## src/rtl/bcx_sched_pkg.sv

```systemverilog
// Shared types and defaults for the block-hash round scheduler.
// The state enum is also exported on the top's debug port.
package bcx_sched_pkg;

  typedef enum logic [1:0] {
    S_IDLE,
    S_ISSUE,
    S_DRAIN,
    S_DONE
  } sched_state_t;

  localparam int unsigned DEF_NUM_CORES     = 10;
  localparam int unsigned DEF_BROADCAST_CNT = 100;
  localparam int unsigned DEF_MAX_INFLIGHT  = 4;
  localparam int unsigned BASE_W            = 32;

endpackage

```

## src/rtl/inflight_credit_ctr.sv

```systemverilog
// Up/down counter of issued-but-unretired rounds.
// It saturates at both ends, and flags a decrement that arrives while the counter is empty.
module inflight_credit_ctr #(
  parameter  int unsigned MAX_COUNT = 4,
  localparam int unsigned CW        = $clog2(MAX_COUNT + 1)
) (
  input  logic          clk,
  input  logic          rst,
  input  logic          clr,
  input  logic          inc,
  input  logic          dec,
  output logic [CW-1:0] count,
  output logic          full,
  output logic          empty,
  output logic          underflow
);

  localparam logic [CW-1:0] MAX_L = CW'(MAX_COUNT);

  logic [CW-1:0] count_q;
  logic [CW-1:0] count_d;

  // Simultaneous inc and dec cancel; a decrement on empty is dropped and reported.
  always_comb begin
    count_d = count_q;
    if (clr) begin
      count_d = '0;
    end else if (inc && !dec && (count_q != MAX_L)) begin
      count_d = count_q + CW'(1);
    end else if (dec && !inc && (count_q != '0)) begin
      count_d = count_q - CW'(1);
    end
  end

  always_ff @(posedge clk or posedge rst) begin
    if (rst) begin
      count_q <= '0;
    end else begin
      count_q <= count_d;
    end
  end

  assign count     = count_q;
  assign full      = (count_q == MAX_L);
  assign empty     = (count_q == '0);
  assign underflow = dec && !inc && (count_q == '0);

endmodule

```

## src/rtl/nonce_round_scheduler.sv

```systemverilog
// Runs one block-hash job. It issues BROADCAST_CNT rounds of NUM_CORES nonces each, and limits in-flight rounds with credits.
// Issuing stops after a hit or an abort. The job drains all in-flight rounds, then pulses done.
module nonce_round_scheduler
  import bcx_sched_pkg::*;
#(
  parameter int unsigned NUM_CORES     = DEF_NUM_CORES,
  parameter int unsigned BROADCAST_CNT = DEF_BROADCAST_CNT,
  parameter int unsigned MAX_INFLIGHT  = DEF_MAX_INFLIGHT
) (
  input  logic              clk,
  input  logic              rst,
  input  logic              start_i,
  input  logic              abort_i,
  input  logic              issue_ready_i,
  output logic              issue_valid_o,
  output logic              issue_newblock_o,
  output logic [BASE_W-1:0] issue_base_o,
  input  logic              retire_i,
  input  logic              retire_success_i,
  output logic              busy_o,
  output logic              done_o,
  output logic              found_o,
  output logic              protocol_err_o,
  output sched_state_t      dbg_state
);

  localparam int unsigned     IW     = $clog2(BROADCAST_CNT + 1);
  localparam int unsigned     FW     = $clog2(MAX_INFLIGHT + 1);
  localparam logic [IW-1:0]   CNT_L  = IW'(BROADCAST_CNT);
  localparam logic [BASE_W-1:0] STRIDE = BASE_W'(NUM_CORES);

  sched_state_t      state_q, state_d;
  logic [IW-1:0]     issued_q, issued_d;
  logic [BASE_W-1:0] base_q, base_d;
  logic              hit_q, hit_d;
  logic              perr_q, perr_d;

  logic [FW-1:0]     inflight;
  logic              cr_full;
  logic              cr_empty;
  logic              cr_underflow;

  logic              job_start;
  logic              offer;
  logic              fire;
  logic              retire_ok;

  // Handshake: a round transfers on a cycle where issue_valid_o and issue_ready_i are both high.
  // Valid, base and newblock come only from registered state. They do not depend on ready,
  // so they hold steady while the datapath stalls.
  assign job_start = (state_q == S_IDLE) && start_i;
  assign offer     = (state_q == S_ISSUE) && !cr_full && (issued_q < CNT_L) && !hit_q;
  assign fire      = offer && issue_ready_i;
  assign retire_ok = retire_i && !cr_underflow;

  inflight_credit_ctr #(
    .MAX_COUNT (MAX_INFLIGHT)
  ) u_credit (
    .clk       (clk),
    .rst       (rst),
    .clr       (job_start),
    .inc       (fire),
    .dec       (retire_i),
    .count     (inflight),
    .full      (cr_full),
    .empty     (cr_empty),
    .underflow (cr_underflow)
  );

  always_comb begin
    state_d  = state_q;
    issued_d = issued_q;
    base_d   = base_q;
    hit_d    = hit_q;
    perr_d   = perr_q || cr_underflow;

    if (retire_ok && retire_success_i) begin
      hit_d = 1'b1;
    end

    unique case (state_q)
      S_IDLE: begin
        if (start_i) begin
          state_d  = S_ISSUE;
          issued_d = '0;
          base_d   = '0;
          hit_d    = 1'b0;
        end
      end
      S_ISSUE: begin
        if (fire) begin
          issued_d = issued_q + IW'(1);
          base_d   = base_q + STRIDE;
        end
        // A round that fires on the exit cycle still counts.
        if ((issued_d == CNT_L) || hit_d || abort_i) begin
          state_d = S_DRAIN;
        end
      end
      S_DRAIN: begin
        if (cr_empty || ((inflight == FW'(1)) && retire_ok)) begin
          state_d = S_DONE;
        end
      end
      S_DONE: begin
        state_d = S_IDLE;
      end
      default: begin
        state_d = S_IDLE;
      end
    endcase
  end

  always_ff @(posedge clk or posedge rst) begin
    if (rst) begin
      state_q  <= S_IDLE;
      issued_q <= '0;
      base_q   <= '0;
      hit_q    <= 1'b0;
      perr_q   <= 1'b0;
    end else begin
      state_q  <= state_d;
      issued_q <= issued_d;
      base_q   <= base_d;
      hit_q    <= hit_d;
      perr_q   <= perr_d;
    end
  end

  assign issue_valid_o    = offer;
  assign issue_newblock_o = offer && (issued_q == '0);
  assign issue_base_o     = base_q;
  assign busy_o           = (state_q != S_IDLE);
  assign done_o           = (state_q == S_DONE);
  assign found_o          = (state_q == S_DONE) && hit_q;
  assign protocol_err_o   = perr_q;
  assign dbg_state        = state_q;

endmodule

```

## config.mk

```make
export PLATFORM = sky130hd
export DESIGN_NAME = nonce_round_scheduler
export DESIGN_NICKNAME = d
export VERILOG_FILES = /design/src/rtl/bcx_sched_pkg.sv /design/src/rtl/inflight_credit_ctr.sv /design/src/rtl/nonce_round_scheduler.sv
export SDC_FILE = /design/constraint.sdc
export NUM_CORES = 1
export LEC_CHECK = 0
export ABC_AREA = 1
export CAP_MARGIN = 15
export CORE_MARGIN = 2
export CORE_UTILIZATION = 30
export DETAILED_ROUTE_END_ITERATION = 7
export MAX_ROUTING_LAYER = met4
export PLACE_DENSITY = 0.5
export SLEW_MARGIN = 20
export SYNTH_ARGS = -nofsm -noshare
export SYNTH_HDL_FRONTEND = slang
export SYNTH_SLANG_ARGS = --single-unit
```

## constraint.sdc

```tcl
create_clock -name clk -period 4.1 [get_ports clk]
set_clock_uncertainty 0.15 [all_clocks]
set_input_delay 0.82 -clock clk [delete_from_list [all_inputs] [get_ports clk]]
set_output_delay 0.82 -clock clk [all_outputs]
set_load 0.02 [all_outputs]
```

==> results of run 1 <==
routing by layer:
metal  vias to the layer above  GRT usage  wire length [µm]
met5                         -          -                 0
met4                         0     0.0352                48
met3                         5     0.0218               252
met1                      1267      0.200              3840
met2                        45      0.250              3700
li1                       1435          -                 -
through the flow:
step / cell area, µm² / setup slack [ps] / power (mW)
final: 3700 / 737 / 1.79
after global routing: 3700 / 551 / 1.95
after CTS: 3700 / 703 / 1.82
after detailed placement: 3620 / 1050 / 1.52
after global placement: 3620 / 1070 / 1.51
after floorplan: 3050 / 1520 / 1.26
worst register-to-register path, cell delays in order (launching register included):
cell and delay, ps:
dfrtp_1 430, inv_1 120, ha_1 440, nand2_4 130
nor2_8 160, nand3_4 210, nand2_2 170, nand2_4 160
inv_4 200, nand3_2 140, nor2_2 160, nand3_1 80
nand2_1 60, nor2_1 50
worst paths after layout:
check,endpoint,slack [ps]
worst max-delay path,issue_newblock_o,740
worst min register to register,protocol_err_o,330
max in group asynchronous,issue_base_o[1],2500
min in group asynchronous,u_credit.count[0],820
worst max register to register,issue_base_o[26],1360
worst min-delay path,protocol_err_o,330
power by group:
part           switching [mW]  total (mW)  internal [mW]
Clock                   0.152       0.286          0.134
Combinational           0.585       0.903          0.318
Sequential             0.0821       0.599          0.517
Total                   0.819        1.79          0.969
sequential cells by signal, indices dropped and copies added, names as in the netlist:
register and count:
u_credit.count 3, dbg_state 2, hit_q 1, issue_base_o 31, protocol_err_o 1, issued_q 7
logic make-up (layout without fill, tap and decap cells):
| kind of cell | count (synthesis) | after routing |
|---|---|---|
| buf+inv | 68 | 114 |
| simple gates | 213 | 213 |
| xor+xnor | 4 | 4 |
| compound gates | 65 | 65 |
| other cells | 1 | 1 |
| fa+ha+maj | 12 | 12 |
| flops | 45 | 45 |
cell type report:
cell class | instances | area [µm²] | area share
Inverter | 62 | 236 | 0.0638
Timing Repair Buffer | 45 | 450 | 0.122
Multi-Input combinational cell | 295 | 1640 | 0.442
Sequential cell | 45 | 1130 | 0.304
Clock buffer | 7 | 86.3 | 0.0233
Tap cell | 133 | 166 | 0.0449
cell usage in the layout (no fill, tap or decap), types with 3 or more instances in the layout:
cell type / instances
clkbuf_8: 6
xor2_1: 3
inv_1: 58
a21oi_1: 19
nand2_4: 4
nor4_1: 4
nand2_2: 5
or2_2: 3
dfrtp_1: 45
nand2_1: 84
nand3_2: 4
clkdlybuf4s50_1: 45
nand3_1: 21
ha_1: 12
o21ai_0: 20
o21a_1: 3
o22ai_1: 6
nand4_1: 14
nor3_1: 16
a31oi_1: 3
nor2_2: 4
nor2_1: 46
==> key figures, run 1 <==
Clocking
  • Worst skew pair latency: 300 ps
  • CTS H-Tree Depth: 2
  • Longest Clk Path Bufs: 2
  • Setup Fix Bufs, Post-CTS: 0
  • Total CTS buffers: 5
  • TritonCTS clock tree: done
  • Root buf cell: clkbuf_8
  • Reg clk slew, reported paths: 80 ps
  • Cts repair resizes: 0
  • CTS sink count: 45
  • Cts hold-fix bufs: 0

Synthesis
  • Main synth FF type: dfrtp_1
  • Compound-Gate Fraction of Synth Area: 0.133
  • Mux cell area share after synthesis: 0
  • YS warnings: 0
  • Unique masters post-synth: 44
  • Synth Area in Simple Gates: 0.342
  • Syn avg cell area: 7.48 µm²
  • Synth top cells by count: nand2_1, inv_1, nor2_1, dfrtp_1, nand3_1
  • Yosys top cell by area: dfrtp_1
  • Syn_nets: 427
  • Post-synthesis xor/xnor area fraction: 0.0115
  • Post-synthesis adder-cell area fraction: 0.0492
  • Largest family of logic cells by synthesized area: simple AND/OR/NAND/NOR gates
  • Post-synth top area share: 0.369
  • Mapped Cells: 408
  • Ys async rst share: 1.00
  • Netlist Area Pre-Place: 3050 µm²
  • Count leader, synth: nand2_1
  • #FFs+latches synth: 45
  • Top cells by area, synth: dfrtp_1, nand2_1, inv_1
  • Number of flops mapped to enable cells by yosys: 0
  • Register area share after synthesis: 0.369

Finish
  • Fillers: 1075
  • Final nets: 473
  • Post-layout util: 0.377
  • Post-route insts no fill: 587
  • Diodes inserted: 0
  • Area Overhead vs Synth: 21.4%
  • Layout cell share with drive strength beyond 1: 0.0903

Worst setup path
  • Stages on the worst setup path: 7
  • Largest stage delay, worst path: 620 ps
  • Critical Path RT: 3130 ps
  • Startpoint types: flop
  • Setup CP Type: flop to output port
  • CP max-delay cell: clkdlybuf4s50_1
  • Crit path cell chain: inv_1, ha_1, nand2_4, nor2_8, nand2_1, nor3_1, clkdlybuf4s50_1
  • Register-to-Register Path Depth: 13
  • CP top delay family: buffers and inverters
  • Setup crit end kind: output port
  • CP Buf/Inv Count: 2
  • Crit path from: dbg_state[1]
  • Max FO, Critical Path: 8
  • Reg2reg start: dbg_state[1]
  • Critical Path AT: 2390 ps

STA
  • Hold Vio Cnt, Final: 0
  • Fmax: 297 MHz
  • Max-slew violations: 0
  • Hold WS: 334 ps
  • Setup-failing EPs final: 0
  • Post-route minimum period: 3360 ps
  • Worst slew pin tran: 807 ps
  • Setup TNS: 0 ps
  • Max_slew headroom: 0.461
  • RSZ-0062 raised after global routing: false
  • Tcrit/Tclk final: 0.820

Placement
  • RePlAce Congestion: 0.849
  • Placed cells: 580
  • IO buf count: 45
  • Post-DP HPWL: 5890 µm

Worst hold path
  • Startpoint of the worst hold path: protocol_err_o
  • Hold depth: 1
  • HP Class: flop to flop

GRT
  • Initial antenna violation count: 0
  • Total GRT Usage: 0.152
  • GRT Residual Overflow: 0
  • First-pass GRT wire length: 13400 µm
  • Vias in the first global route: 2696
  • Largest net degree at the start of global routing: 46

Run
  • Max-capacitance violation count: 0

Floorplan
  • # rows: 36
  • Chip height: 105 µm
  • Io pins: 47
  • Die W: 105 µm
  • CORE AREA: 9820 µm²
  • Initial Utilization: 0.311
  • Die ar.: 11000 µm²

Drt
  • WL/cell: 13.4 µm
  • Pre-antenna DRT Iters: 4
  • Total vias in the final route: 2752
  • Post-DRT Antenna Nets: 0
  • Initial DRC Count: 100
  • Wirelength, routed: 7840 µm
  • Vias per inst: 4.69
  • Residual DRC: 0

Power and ir drop
  • Leakage: 1.62 nW
  • Max VDD drop: 310 µV
  • Pwr dens: 483 nW/µm²

Outcome
  • Status: complete, no violations
(Power assumes the default switching activity.)
==> run 2, diff against run 1 <==
- clock period: 4.1 -> 3.3 ns (I/O delays scaled with it)
==> key figures, run 2 (synthesis results as in run 1) <==
Finish
  • Fillers: 1056
  • Layout cell share with drive strength beyond 1: 0.0983
  • Final nets: 477
  • Area Overhead vs Synth: 22.3%
  • Max reg flops: 31
  • Diodes inserted: 0
  • Commonest non-fill, non-tap cell in the layout: nand2_1
  • Sequential cell area: 1130 µm²
  • Most frequent cells in the layout: nand2_1, inv_1, nor2_1
  • Area of the multi-input gates: 1640 µm²

Clocking
  • Reg clk slew, reported paths: 90 ps
  • Total CTS buffers: 5
  • Cts hold-fix bufs: 0
  • TritonCTS clock tree: done
  • CTS sink count: 45
  • Worst skew pair latency: 300 ps
  • CTS H-Tree Depth: 2
  • Root buf cell: clkbuf_8
  • Longest Clk Path Bufs: 2
  • Setup Fix Bufs, Post-CTS: 0
  • Cts repair resizes: 0

GRT
  • Met3 global-route usage: 0.0218
  • Total GRT Usage: 0.153
  • Grt met1 use: 0.202
  • GRT Residual Overflow: 0
  • Largest net degree at the start of global routing: 18
  • First-pass GRT wire length: 13400 µm
  • Met2 Track Usage GR: 0.249
  • Most Used Layer, Global Route: met2
  • Vias in the first global route: 2727
  • Initial antenna violation count: 0

STA
  • Max_slew headroom: 0.629
  • Setup TNS: 0 ps
  • Hold Vio Cnt, Final: 0
  • Post-route minimum period: 2950 ps
  • RSZ-0062 raised after global routing: false
  • Fmax: 339 MHz
  • Max-slew violations: 0
  • Setup-failing EPs final: 0
  • Worst slew pin tran: 556 ps
  • Hold WS: 333 ps
  • Tcrit/Tclk final: 0.894

Worst setup path
  • Setup crit end kind: output port
  • Reg2reg start: dbg_state[1]
  • Max FO, Critical Path: 5
  • Register-to-Register Path Depth: 12
  • Reg2reg setup slack: 810 ps
  • FF-to-FF End: issue_base_o[26]
  • Critical Path RT: 2490 ps
  • Setup CP Type: flop to output port
  • Startpoint types: flop
  • Critical Path AT: 2140 ps

Placement
  • IO buf count: 45
  • RePlAce Congestion: 0.865
  • Post-DP HPWL: 6090 µm

Worst hold path
  • Startpoint of the worst hold path: protocol_err_o
  • HP Class: flop to flop
  • Hold depth: 1
  • Hold EP: protocol_err_o

Run
  • Max-capacitance violation count: 0

Drt
  • WL/cell: 13.3 µm
  • Total vias in the final route: 2811
  • Initial DRC Count: 105
  • Pre-antenna DRT Iters: 4
  • Residual DRC: 0
  • Post-DRT Antenna Nets: 0
  • Vias per inst: 4.76
  • Wirelength, routed: 7870 µm

Floorplan
  • # rows: 36
  • Die ar.: 11000 µm²
  • CORE AREA: 9820 µm²
  • Die W: 105 µm
  • Chip height: 105 µm
  • Io pins: 47
  • Initial Utilization: 0.311

Power and ir drop
  • Int Pwr: 1.22 mW
  • Max VDD drop: 374 µV
  • Switch share: 0.457
  • Pwr dens: 601 nW/µm²
  • Seq pwr share: 0.332
  • Psw: 1.02 mW
  • Clock Power Share: 0.164
  • Logic gate share of total power: 0.504
  • Leakage: 1.64 nW

Outcome
  • Status: complete, no violations
==> run 2: cell types whose count changed in the layout (fill, tap and decap cells not counted), sizes merged <==
cell	before	now
inv	61	62
buf	0	4
clkinv	1	0
==> run 2: worst max path at each step <==
stage / from / slack [ps] / to
final: dbg_state[1] / 350 / issue_newblock_o
after global routing: dbg_state[1] / 130 / issue_newblock_o
after global placement: start_i / 650 / issue_base_o[26]
after detailed placement: start_i / 610 / issue_base_o[26]
after CTS: dbg_state[1] / 320 / issue_newblock_o
after floorplan: dbg_state[1] / 880 / issue_newblock_o
==> run 2: metal layers <==
metal | wire, µm | share of wire | vias to the layer above
met5 | 0 | 0 | -
met4 | 72 | 0.0091 | 0
met3 | 204 | 0.026 | 7
met2 | 3810 | 0.48 | 49
met1 | 3790 | 0.48 | 1305
li1 | - | - | 1450
==> run 2: critical path, cell delays in order (launching register included) <==
cell,delay [ps]
dfrtp_1,430
inv_1,110
ha_1,220
nand2_4,90
nor2_8,140
nand2_1,80
nor3_1,140
clkdlybuf4s50_1,630
==> run 2: layout make-up <==
type	count	share of cell area
Multi-Input combinational cell	295	0.439
Tap cell	133	0.0446
Clock buffer	7	0.0231
Sequential cell	45	0.302
Inverter	62	0.0630
Timing Repair Buffer	49	0.129
==> run 2: power by group through the flow <==
stage          clock (mW)  combinational, mW  sequential, mW
2_1_floorplan           0              0.788           0.783
3_3_place_gp            0               1.13           0.759
3_5_place_dp            0               1.13           0.759
4_1_cts             0.377               1.14           0.748
5_1_grt             0.407               1.26           0.765
6_report            0.368               1.13           0.745
==> run 2: metrics by stage <==
stage | area, µm² | worst slack, ps | util | power (mW) | cells
floorplan | 3050 | 881 | - | 1.57 | 408
global placement | 3650 | 648 | 0.371 | 1.89 | 584
detailed placement | 3650 | 610 | 0.371 | 1.89 | 584
CTS | 3730 | 319 | 0.380 | 2.27 | 591
global route | 3730 | 131 | 0.380 | 2.43 | 591
finish | 3730 | 349 | 0.380 | 2.24 | 591
==> run 3, diff against run 2 <==
- DONT_BUFFER_PORTS: unset -> 1
- PLACE_DENSITY: 0.5 -> 0.44
==> key figures, run 3 (synthesis results as in run 1) <==
Power and ir drop
  • Switch share: 0.478
  • Seq pwr share: 0.390
  • Max VDD drop: 338 µV
  • Final Power: 2.07 mW
  • Logic gate share of total power: 0.445
  • Clock Power Share: 0.165
  • Pwr dens: 632 nW/µm²
  • Leakage: 1.47 nW
  • Int Pwr: 1.08 mW
  • Psw: 0.989 mW

GRT
  • Largest net degree at the start of global routing: 46
  • GRT Residual Overflow: 0
  • Initial antenna violation count: 0
  • Grt met1 use: 0.190
  • Met2 Track Usage GR: 0.248
  • Total GRT Usage: 0.152
  • Vias in the first global route: 2525
  • First-pass GRT wire length: 13200 µm
  • Met3 global-route usage: 0.0418
  • Most Used Layer, Global Route: met2

Clocking
  • CTS H-Tree Depth: 2
  • Longest Clk Path Bufs: 2
  • Worst skew pair latency: 300 ps
  • Cts repair resizes: 0
  • Total CTS buffers: 5
  • Reg clk slew, reported paths: 80 ps
  • Setup Fix Bufs, Post-CTS: 0
  • Cts hold-fix bufs: 0
  • Root buf cell: clkbuf_8
  • TritonCTS clock tree: done
  • CTS sink count: 45

STA
  • Tcrit/Tclk final: 0.787
  • Max_slew headroom: 0.447
  • Post-route minimum period: 2600 ps
  • Fmax: 385 MHz
  • Worst slew pin tran: 828 ps
  • Hold Vio Cnt, Final: 0
  • Max-slew violations: 0
  • RSZ-0062 raised after global routing: false
  • Setup-failing EPs final: 0
  • Setup TNS: 0 ps
  • Hold WS: 232 ps
  • Final setup margin: 703 ps

Finish
  • Layout cell share with drive strength beyond 1: 0.109
  • Commonest non-fill, non-tap cell in the layout: nand2_1
  • Post-route insts no fill: 546
  • Diodes inserted: 0
  • Area Overhead vs Synth: 7.21%
  • Finished Cell Area: 3270 µm²
  • Final nets: 431
  • Most frequent cells in the layout: nand2_1, inv_1, nor2_1
  • Max reg flops: 31
  • Fillers: 1093
  • Post-layout util: 0.333

Drt
  • Wirelength, routed: 7790 µm
  • Residual DRC: 0
  • Total vias in the final route: 2670
  • Vias per inst: 4.89
  • WL/cell: 14.3 µm
  • Post-DRT Antenna Nets: 0
  • Initial DRC Count: 120
  • Pre-antenna DRT Iters: 4

Placement
  • Dpl ws: 690 ps
  • Post-DP HPWL: 6010 µm
  • Placed cells: 538
  • IO buf count: 0
  • Placed cell area: 3190 µm²
  • RePlAce Congestion: 0.793

Floorplan
  • CORE AREA: 9820 µm²
  • Die ar.: 11000 µm²
  • Io pins: 47
  • # rows: 36
  • Chip height: 105 µm
  • Initial Utilization: 0.311
  • Die W: 105 µm

Outcome
  • Status: complete, no violations

Worst hold path
  • HP Class: input port to asynchronous set/reset pin

Worst setup path
  • CP top delay family: flip-flops
  • CP max-delay cell: dfrtp_1
  • Crit path cell chain: inv_1, ha_1, nand2_4, nor2_8, nand2_1, nor3_1, buf_4
  • Largest stage delay, worst path: 500 ps
  • Setup CP Type: flop to output port
  • Setup crit end kind: output port
  • Max FO, Critical Path: 5
  • Critical Path RT: 2490 ps
  • Critical Path AT: 1790 ps
  • Startpoint types: flop
  • CP Buf/Inv Count: 2

Run
  • Max-capacitance violation count: 0
[run 3: changes by cell type in the layout (fill, tap and decap cells not counted), sizes merged]
| cell | previous run | this run |
|---|---|---|
| clkbuf | 7 | 6 |
| buf | 4 | 3 |
| inv | 62 | 61 |
| clkdlybuf4s50 | 45 | 0 |
| clkinv | 0 | 3 |
[run 3: layout make-up]
type                    instances  area [µm²]  share of cell area
multi-input cells             295        1640               0.501
repair buffers                  3        22.5             0.00688
flip-flops and latches         45        1130               0.344
well taps                     133         166              0.0508
clock inverters                 2        10.0             0.00306
inverters                      62         236              0.0722
clock buffers                   6        72.6              0.0222
[run 3: power groups by stage]
stage	logic, mW	clock network [mW]	registers (mW)
2_1_floorplan	0.788	0	0.783
3_3_place_gp	0.937	0	0.823
3_5_place_dp	0.938	0	0.824
4_1_cts	0.942	0.364	0.813
5_1_grt	1.05	0.383	0.827
6_report	0.922	0.341	0.807
[run 3: worst reg2reg max path, delay by kind of cell (launching register included)]
kind | cells | cell delay, ps
simple gates | 6 | 680
buf+inv | 4 | 620
flops | 1 | 500
compound gates | 1 | 300
fa+ha+maj | 1 | 220
[run 3: path summary, 6_finish.rpt]
path	startpoint	endpoint	slack, ps	cells past startpoint
min in group clk	retire_i	protocol_err_o	370	1
max	dbg_state[1]	issue_newblock_o	700	7
min reg2reg	issued_q[6]	issued_q[6]	450	2
max reg2reg	dbg_state[1]	issue_base_o[26]	710	12
max in group asynchronous	rst	issue_base_o[2]	2280	1
min	rst	dbg_state[1]	230	1
[run 3: per-layer routing]
metal | wire, µm | share of wire | vias up
met5 | 0 | 0 | -
met4 | 53 | 0.0068 | 0
met3 | 457 | 0.059 | 6
met2 | 3860 | 0.50 | 59
met1 | 3420 | 0.44 | 1253
li1 | - | - | 1352
==> edit (settings of run 3) <==
The package constant `DEF_MAX_INFLIGHT` goes from 4 to 2.
--- a/src/rtl/bcx_sched_pkg.sv
+++ b/src/rtl/bcx_sched_pkg.sv
@@ -12,5 +12,5 @@
   localparam int unsigned DEF_NUM_CORES     = 10;
   localparam int unsigned DEF_BROADCAST_CNT = 100;
-  localparam int unsigned DEF_MAX_INFLIGHT  = 4;
+  localparam int unsigned DEF_MAX_INFLIGHT  = 2;
   localparam int unsigned BASE_W            = 32;
 
Function: changed (a bounded check fails within 4 cycles, from zero or initial values and one cycle with rst high).
==> edit against run 3 <==
Die area fell by 3.5%. Sequential cell count fell by 1. Routed wire length fell by 2.5%. Area after synthesis fell by 3.6%. Non-clock buffer count did not move. Final area fell by 2.6%. Synthesized cell count fell by 2.7%. Setup slack got worse by 250 ps. Largest cell class unchanged. Power fell by 3.9%.
==> edit: results (changes against run 3) <==
[status]
outcome=finished, final reports clean

[global_route]
grt_first_pass_wirelength_um=12800  ; -2.8%
grtUsageTotal=0.158  ; +0.00580
grt_pass1_vias=2575  ; +2.0%

[logic_synthesis]
synthTopCellsByArea=dfrtp_1 (37%), nand2_1 (9.9%), inv_1 (7.0%), nor2_1 (5.6%), ha_1 (4.7%)
ys_seq_area_frac=0.374  ; +0.00530
synth_cell_types=42  ; -4.5%
synth_top_area_share=0.374  ; +0.00530
netlist_top_cells_count=nand2_1 (78), inv_1 (55), dfrtp_1 (44), nor2_1 (44), nor3_1 (22)
synthCells=397  ; -2.7%

[routing]
drt-total-wl_um=7600  ; -2.5%
vias_per_cell=4.76  ; -2.7%
drtIter0Drc=95  ; -21%

[worst_setup_path]
crit_fanout=15  ; +10
crit_family=simple AND/OR/NAND/NOR gates
r2r_slack_ps=450  ; -260 ps
critical_path_arrival_ps=2940  ; +1150 ps

[power_and_ir_drop]
irDropWorstVdd_v=0.000369  ; +9.2%
p_int_uw=1080  ; about the same
p_leak_uw=0.00146  ; -0.56%

[layout]
drive_above_1_share=0.114  ; +0.00547
fin_nets=419  ; -2.8%
fillCellCount=1052  ; -3.8%

[clock_network]
path_clk_slew_ps=100  ; +20 ps

[place]
placed_area_um2=3080  ; -3.4%
gp_congestion=0.839  ; +5.8%

[timing]
slew_headroom=0.459  ; +0.0119

## edit: changes by cell type in the layout (fill, tap and decap cells not counted), moves of 4 or more
| cell | change |
|---|---|
| nand2_1 | -6 |
| nor3_1 | +6 |
| o21ai_1 | +5 |
| a21oi_1 | -4 |
| inv_1 | -4 |
| inv_2 | +4 |
| nand2_2 | +4 |
## edit: worst paths after layout
check | to | depth (start not counted)
min | issue_base_o[29]$_DFFE_PP0P_ | 1
max | issue_base_o[22]$_DFFE_PP0P_ | 14
min in group clk | u_credit.count[0]$_DFFE_PP0P_ | 1
max reg2reg | issue_base_o[22]$_DFFE_PP0P_ | 14
max in group asynchronous | u_credit.count[1]$_DFFE_PP0P_ | 1
min reg2reg | u_credit.count[0]$_DFFE_PP0P_ | 1
## edit: logic make-up after synthesis
family	Yosys count	synth area share
and+or+nand+nor	210	0.352
buffers and inverters	68	0.0974
AOI/OAI and AO/OA	60	0.119
DFF	44	0.374
adders and majority gates	11	0.0468
xor gates and xnor gates	3	0.00893
other	1	0.00127
## edit: final cells by class
| cell class | instances | area [um^2] | share of cell area |
|---|---|---|---|
| timing repair buffer | 3 | 22.5 | 0.00706 |
| sequential | 44 | 1100 | 0.345 |
| clock buffer | 6 | 72.6 | 0.0228 |
| tap | 133 | 166 | 0.0522 |
| multi-input combinational | 285 | 1560 | 0.488 |
| inverter | 62 | 236 | 0.0741 |
| clock inverter | 2 | 35.0 | 0.0110 |
## edit: layer usage
layer | vias up | part of all wire | track usage
met3 | 7 | 0.048 | 0.0346
met1 | 1184 | 0.47 | 0.201
met2 | 49 | 0.47 | 0.257
met5 | - | 0 | -
met4 | 0 | 0.010 | 0.0344
li1 | 1306 | - | -
## edit: metrics by stage
stage          worst slack, ps  hold slack, ps
2_1_floorplan             1020             317
3_5_place_dp               413             345
6_report                   453             210
3_3_place_gp               545             348
5_1_grt                    164             286
4_1_cts                    400             354
## edit: power by group through the flow
stage	Sequential, uW	Clock, uW	Combinational, uW
finish	773	425	791
global route	791	466	896
CTS	776	446	810
detailed placement	787	0	800
global placement	787	0	794
floorplan	752	0	669
